[src/rtl/cpu_pkg.sv]
// Shared CPU definitions: control-word bit positions, default datapath sizes,
// and the program-counter command decode used by the PC block.
package cpu_pkg;

  localparam int CS_CP   = 14;
  localparam int CS_EP   = 13;
  localparam int CS_LP   = 12;
  localparam int CS_CALL = 11;
  localparam int CS_RET  = 10;

  localparam int DEFAULT_ADDR_W      = 4;
  localparam int DEFAULT_STACK_DEPTH = 4;

  typedef enum logic [2:0] {
    CMD_NONE,
    CMD_CP,
    CMD_LP,
    CMD_RET,
    CMD_CALL
  } pc_cmd_e;

  // Only the highest-priority command is acted on: call > ret > lp > cp.
  function automatic pc_cmd_e decode_cmd(input logic call, input logic ret,
                                         input logic lp, input logic cp);
    if (call)     return CMD_CALL;
    else if (ret) return CMD_RET;
    else if (lp)  return CMD_LP;
    else if (cp)  return CMD_CP;
    else          return CMD_NONE;
  endfunction

endpackage

[src/rtl/pc_return_stack.sv]
// Return-address LIFO. Only the occupancy count is reset; entry contents are
// don't-care until written.
module pc_return_stack #(
  parameter int W = 4,
  parameter int DEPTH = 4,
  localparam int DW = $clog2(DEPTH + 1),
  localparam int AW = (DEPTH > 1) ? $clog2(DEPTH) : 1
) (
  input  logic          clk,
  input  logic          rst_n,
  input  logic          push,
  input  logic          pop,
  input  logic [W-1:0]  din,
  output logic [W-1:0]  dout,
  output logic [DW-1:0] depth,
  output logic          full,
  output logic          empty
);

  logic [W-1:0]  mem [0:(2**AW)-1];
  logic [DW-1:0] cnt;

  assign full  = (cnt == DW'(DEPTH));
  assign empty = (cnt == '0);
  assign depth = cnt;
  assign dout  = mem[AW'(cnt - DW'(1))];

  always_ff @(posedge clk) begin
    if (!rst_n) begin
      cnt <= '0;
    end else if (push && !full) begin
      cnt <= cnt + DW'(1);
    end else if (pop && !empty) begin
      cnt <= cnt - DW'(1);
    end
  end

  always_ff @(posedge clk) begin
    if (push && !full) begin
      mem[AW'(cnt)] <= din;
    end
  end

endmodule

[src/rtl/program_counter_stack.sv]
// Program counter with count/load/bus-enable control and a hardware
// return-address stack for call/ret, with sticky overflow/underflow flags.
module program_counter_stack
  import cpu_pkg::*;
#(
  parameter int ADDR_W = DEFAULT_ADDR_W,
  parameter int STACK_DEPTH = DEFAULT_STACK_DEPTH,
  parameter logic [ADDR_W-1:0] RESET_VEC = '0,
  localparam int DEPTH_W = $clog2(STACK_DEPTH + 1)
) (
  input  logic               clk,
  input  logic               rst_n,
  input  logic               cp,
  input  logic               lp,
  input  logic               ep,
  input  logic               call,
  input  logic               ret,
  input  logic [ADDR_W-1:0]  bits_in,
  output logic [ADDR_W-1:0]  bits_out,
  output logic               bus_oe,
  output logic [ADDR_W-1:0]  pc,
  output logic [DEPTH_W-1:0] depth,
  output logic               stack_full,
  output logic               stack_empty,
  output logic               err_ovf,
  output logic               err_unf
);

  pc_cmd_e           cmd;
  logic [ADDR_W-1:0] pc_q;
  logic [ADDR_W-1:0] top;
  logic              push;
  logic              pop;

  always_comb begin
    cmd  = decode_cmd(call, ret, lp, cp);
    push = (cmd == CMD_CALL) && !stack_full;
    pop  = (cmd == CMD_RET) && !stack_empty;
  end

  pc_return_stack #(
    .W(ADDR_W),
    .DEPTH(STACK_DEPTH)
  ) u_stack (
    .clk(clk),
    .rst_n(rst_n),
    .push(push),
    .pop(pop),
    .din(pc_q),
    .dout(top),
    .depth(depth),
    .full(stack_full),
    .empty(stack_empty)
  );

  // A rejected call/ret leaves the PC alone and only raises its sticky flag.
  always_ff @(posedge clk) begin
    if (!rst_n) begin
      pc_q    <= RESET_VEC;
      err_ovf <= 1'b0;
      err_unf <= 1'b0;
    end else begin
      case (cmd)
        CMD_CALL: if (stack_full) err_ovf <= 1'b1; else pc_q <= bits_in;
        CMD_RET:  if (stack_empty) err_unf <= 1'b1; else pc_q <= top;
        CMD_LP:   pc_q <= bits_in;
        CMD_CP:   pc_q <= pc_q + ADDR_W'(1);
        default:  ;
      endcase
    end
  end

  assign pc       = pc_q;
  assign bus_oe   = ep;
  assign bits_out = ep ? pc_q : '0;

endmodule

[config.mk]
export PLATFORM = sky130hd
export DESIGN_NAME = program_counter_stack
export DESIGN_NICKNAME = d
export VERILOG_FILES = /design/src/rtl/cpu_pkg.sv /design/src/rtl/pc_return_stack.sv /design/src/rtl/program_counter_stack.sv
export SDC_FILE = /design/constraint.sdc
export NUM_CORES = 1
export LEC_CHECK = 0
export ABC_AREA = 1
export CAP_MARGIN = 5
export CORE_ASPECT_RATIO = 0.6
export CORE_UTILIZATION = 30
export CTS_CLUSTER_DIAMETER = 200
export DETAILED_ROUTE_END_ITERATION = 16
export PLACE_DENSITY = 0.61
export REMOVE_ABC_BUFFERS = 1
export SLEW_MARGIN = 15
export SYNTH_ARGS = -nofsm -noshare
export SYNTH_HDL_FRONTEND = slang
export SYNTH_SLANG_ARGS = --single-unit
[constraint.sdc]
create_clock -name clk -period 5.7 [get_ports clk]
set_clock_uncertainty 0.2 [all_clocks]
set_input_delay 0.57 -clock clk [delete_from_list [all_inputs] [get_ports clk]]
set_output_delay 0.57 -clock clk [all_outputs]
set_load 0.005 [all_outputs]
# == After elaboration in Yosys (flattened, before gate mapping) ==
# Memories as Yosys holds them, arrays and structs flattened.
# Cells that the tools add are included.
# totals
ff_bits,9
mem_bits_rw,16
inputBits,11
out_inout_bits,16
wordCells,39
mem_count,1
# mem_list
memory,words,word_bits,read_ports,rd_clocked_by_memory_dff,wr,line_no,source
u_stack.mem,4,4,1,0,1,pc_return_stack.sv:20,logic [W-1:0] mem [0:(2**AW)-1];
# op_classes
n_addsub,3
eq_ne,7
muxes,12
reduce_logical,12
# op_table
op,count
one-hot mux 4 bit (4 select lines),1
two-way mux 4 bit,3
two-way mux 3 bit,3
"== test 3 x 2 -> 1 bit, second input constant",2
"== test 3 bit, second input constant",2
"adder 4 x 1 -> 4 bit, second input constant",1
logical AND 1 bit,4
two-way mux 2 bit,2
"inequality test 2 bit, second input constant",2
AND reduction 2 bit,2
nonzero test 4 bit,1
"adder 3 x 1 -> 3 bit, second input constant",1
"== test 3 x 1 -> 1 bit, second input constant",1
logical NOT 3 bit,1
two-way mux 1 bit,3
AND reduction 3 bit,1
"subtractor 3 x 1 -> 3 bit, second input constant",1
logical NOT 1 bit,2
nonzero test 2 bit,1

# == Longest topological paths before layout ==
# depth
word_depth,9
mapped_depth,11

# == Hierarchy ==
# From an unflattened synthesis, not the netlist that was laid out.
# unflattened
hier_cells,165
area_unflattened_um2,1360.1
# modules_own_cells
module,n_inst,cells_per_inst,area_each_um2,seq_area_each_um2
pc_return_stack,1,86,905.9,540.5
program_counter_stack,1,79,454.2,120.1

# == Least setup slack after synthesis ==
# No wires, ideal clock.
# synth_path
path_kind,register to register
from,"reg u_stack.cnt[0], in the netlist u_stack.depth[0]"
to,"mem u_stack.mem[0][0], enable pin"
setup_time_ps,329
arrival_time_ps,1310
path_slack_ps,3861
stages_incl_launch_ff,8
path_buffers,2
synth_period_minus_slack_ps,1839
path_cell_list,dfxtp_1 -> buf_6 -> inv_2 -> ha_1 -> nand2_2 -> nand2_2 -> buf_6 -> nor2_1
# synth_between
elab_chain_len,6
# synth_lines
item,line_no,source
from (decl),pc_return_stack.sv:21,logic [DW-1:0] cnt;
from (signal assigned),pc_return_stack.sv:32,cnt <= cnt + DW'(1);
from (signal assigned),pc_return_stack.sv:34,cnt <= cnt - DW'(1);
== test 3 bit,pc_return_stack.sv:23,assign full = (cnt == DW'(DEPTH));
logical NOT 1 bit,"pc_return_stack.sv:39, program_counter_stack.sv:37",
logical AND 1 bit,program_counter_stack.sv:37,push = (cmd == CMD_CALL) && !stack_full;
logical AND 1 bit,pc_return_stack.sv:39,if (push && !full) begin
two-way mux 1 bit,pc_return_stack.sv:39,
two-way mux 1 bit (implied by the code),pc_return_stack.sv:40,mem[AW'(cnt)] <= din;
to (decl),pc_return_stack.sv:20,
# Several ways; a longest one is shown, not always the timed one.

# == Worst setup path after layout ==
# layout_path
from,"reg u_stack.cnt[0], in the netlist u_stack.depth[0]"
to,out stack_empty
# layout_between
elab_chain_len,1
# layout_lines
item,line_no,source
logical NOT 3 bit,pc_return_stack.sv:24,assign empty = (cnt == '0);
to (decl),program_counter_stack.sv:24,"output logic stack_empty,"
# No other way between the ends.

==> out/metrics.csv <==
metric,value,unit
critPathBufInv,3,
power_frac_seq,49.9,%
cts_buffer_depth,2,
setup_violations,0,
yosysWarnings,0,
start_util,31.4,%
timing.rr.start,u_stack.depth[0],
worstSetupStartpointType,register,
cts_buffers,3,
fill_cells,487,
path_cells,inv_2 > ha_1 > inv_1 > nor2_1 > clkdlybuf4s50_1,
fmax,0.361,GHz
synth_cell_types,26,
die_h,55.6,microns
detail-route-antenna-nets,0,
portBuffers,26,
maxCapViolCount,0,
timing.setup.tns,0,ns
fin_crit_sh,48.6,%
yosysTopAreaCellShare,33.4,%
grt_usage,13.0,%
hold_viol,0,
gp_congestion,0.798,
area_delta_synth_final,23.3,%
met3_usage,4.23,%
use_met2,16.8,%
netlist_area,1440,sq um
yosysSeqAreaShare,45.9,%
crit_path_end,stack_empty,
maxSlewViolCount,0,
die_area,5090,sq um
worst_pin_slew,0.479,ns
rsz0062_at_grt,no,
slowest_delay,0.54,ns
path_delay_family,buffers and inverters,
crit_fanout,13,
status,finished clean,
synth_top_area_cell,edfxtp_1,
grt_max_degree,15,
critical_path.startpoint,u_stack.depth[0],
first_pass_iters,4,
post-cts-setup-buffers,0,
htreeDepth,1,
fin_util,38.7,%
insertion_delay,0.27,ns
n_antenna_cell,0,
fin_nets,225,
post_cts_resized,0,
grt_overflow,0,
crit_slowest_cell,clkdlybuf4s50_1,
swShare,31.2,%
p_per_area,261,nW/um^2
cp_data_required_time,4.93,ns
busiest_layer,met1,
grt_antenna_before_repair,0,
dpl.hpwl,2280,microns
power.internal,0.319,mW
syn_area_per_cell,7.95,sq um
ctsHoldBuffers,0,
num_rows,19,
p_clk_share,22.6,%
worstReg2RegEnd,u_stack.mem[2][0],
grt_pass1_vias,1013,
ios,27,
wire_per_inst,11.2,microns
avgViaCountPerCell,4.14,
synth_area_leaders,"edfxtp_1 (33%), dfxtp_1 (13%), nand2_1 (11%)",
hp-class,register to register,
critical_path_class,register to output pin,
grt_pass1_wl,5040,microns
p_sw,0.144,mW
rrSetupSlack,3.37,ns
irDropWorstVdd,80.9,uV
die_x,91.4,microns
period_needed,2.77,ns
wl,3010,microns
relSlewSlack,68.0,%
drive_gt1_share,8.70,%
grtUsageMet1,21.1,%
clkSinkCount,25,
arrival,2.00,ns
worstSetupEndpointType,output pin,
remaining_drc_errors,0,
drt_iter0_drc,28,
syn_inst,181,
p_comb_share,27.5,%
cts-root-buf,clkbuf_8,
clk_pin_slew,0.09,ns
power_leakage,0.821,nW
core-area,4590,sq um
r2r_cells,5,
ys_ff_latch,25,
cts_tree,built,
worst-path-stages,5,
vias,1117,
[layout by cell type (no fill, tap or decap)]
master and count:
nand2_4 1, xnor2_1 2, o21a_1 1, ha_1 6
inv_2 3, o211ai_1 1, o21ai_2 1, edfxtp_1 16
inv_1 35, xor2_1 1, clkdlybuf4s50_1 26, nand3_2 2
nand2_1 44, nor2_2 1, o21ai_1 1, nor2_1 30
a21oi_1 1, xor2_2 1, nand2_2 3, dfxtp_1 9
o21ai_0 3, nand4_1 2, clkinv_2 1, nand3_1 11
a21oi_2 2, clkbuf_8 3
[logic make-up (layout without fill, tap and decap cells)]
kind of cell	count (synthesis)	after routing	synth area share, %
DFF	25	25	45.9
adders and majority gates	6	6	5.22
buffers and inverters	42	68	13.4
and+or+nand+nor	94	94	27.9
AOI/OAI and AO/OA	10	10	4.61
xor gates and xnor gates	4	4	2.96
[registers in the layout (all words and copies together), names as in the netlist]
| register | flops |
|---|---|
| pc | 4 |
| u_stack.depth | 3 |
| err_ovf | 1 |
| u_stack.mem | 16 |
| err_unf | 1 |
[worst reg2reg max path, stage by stage, from the launching register on]
cell and delay [ns]:
dfxtp_1 0.63, inv_2 0.22, ha_1 0.28, nand2_2 0.11, nand2_2 0.17, nor2_1 0.39
[power groups by stage]
stage / Clock [mW] / Sequential, mW / Combinational (mW)
CTS: 0.108 / 0.232 / 0.128
detailed placement: 0 / 0.236 / 0.127
global placement: 0 / 0.235 / 0.127
global route: 0.118 / 0.235 / 0.143
floorplan: 0 / 0.229 / 0.0771
finish: 0.105 / 0.231 / 0.127
[worst min-delay path by stage]
stage                          to  depth (start not counted)  startpoint
final                     err_unf                          2     err_unf
after global routing      err_unf                          2     err_unf
after global placement    err_unf                          2     err_unf
after detailed placement  err_unf                          2     err_unf
after CTS                 err_unf                          2     err_unf
after floorplan           err_unf                          2     err_unf
[cells in the mapped netlist, drive strengths merged]
cell / instances
inv: 38
ha: 6
o21ai: 5
a21oi: 3
nand4: 2
xor2: 2
edfxtp: 16
nor2: 31
nand3: 13
dfxtp: 9
o21a: 1
o211ai: 1
nand2: 48
buf: 4
xnor2: 2
[per-stage QoR]
step                      std cells  instance area, sq um  power (mW)  hold WS, ns  setup slack (ns)
after CTS                       270                  1770       0.468        0.261              2.90
final                           270                  1770       0.463        0.258              2.93
after detailed placement        266                  1730       0.363        0.248              3.16
after global placement          266                  1730       0.362        0.243              3.19
after global routing            270                  1770       0.496        0.280              2.78
after floorplan                 177                  1390       0.306        0.245              3.81
[cell type report]
cell class	instances	area, sq um	area share, %
inverters	38	143	8.04
well taps	63	78.8	4.44
repair buffers	26	260	14.7
clock buffers	3	41.3	2.33
flip-flops and latches	25	661	37.2
multi-input cells	114	586	33.0
clock inverters	1	5.00	0.282
[metal layers]
metal,up-vias,wire length (microns)
li1,600,-
met1,490,1750
met2,27,1120
met3,0,144
met4,0,0
met5,-,0
Power figures use the tool's default switching activity.
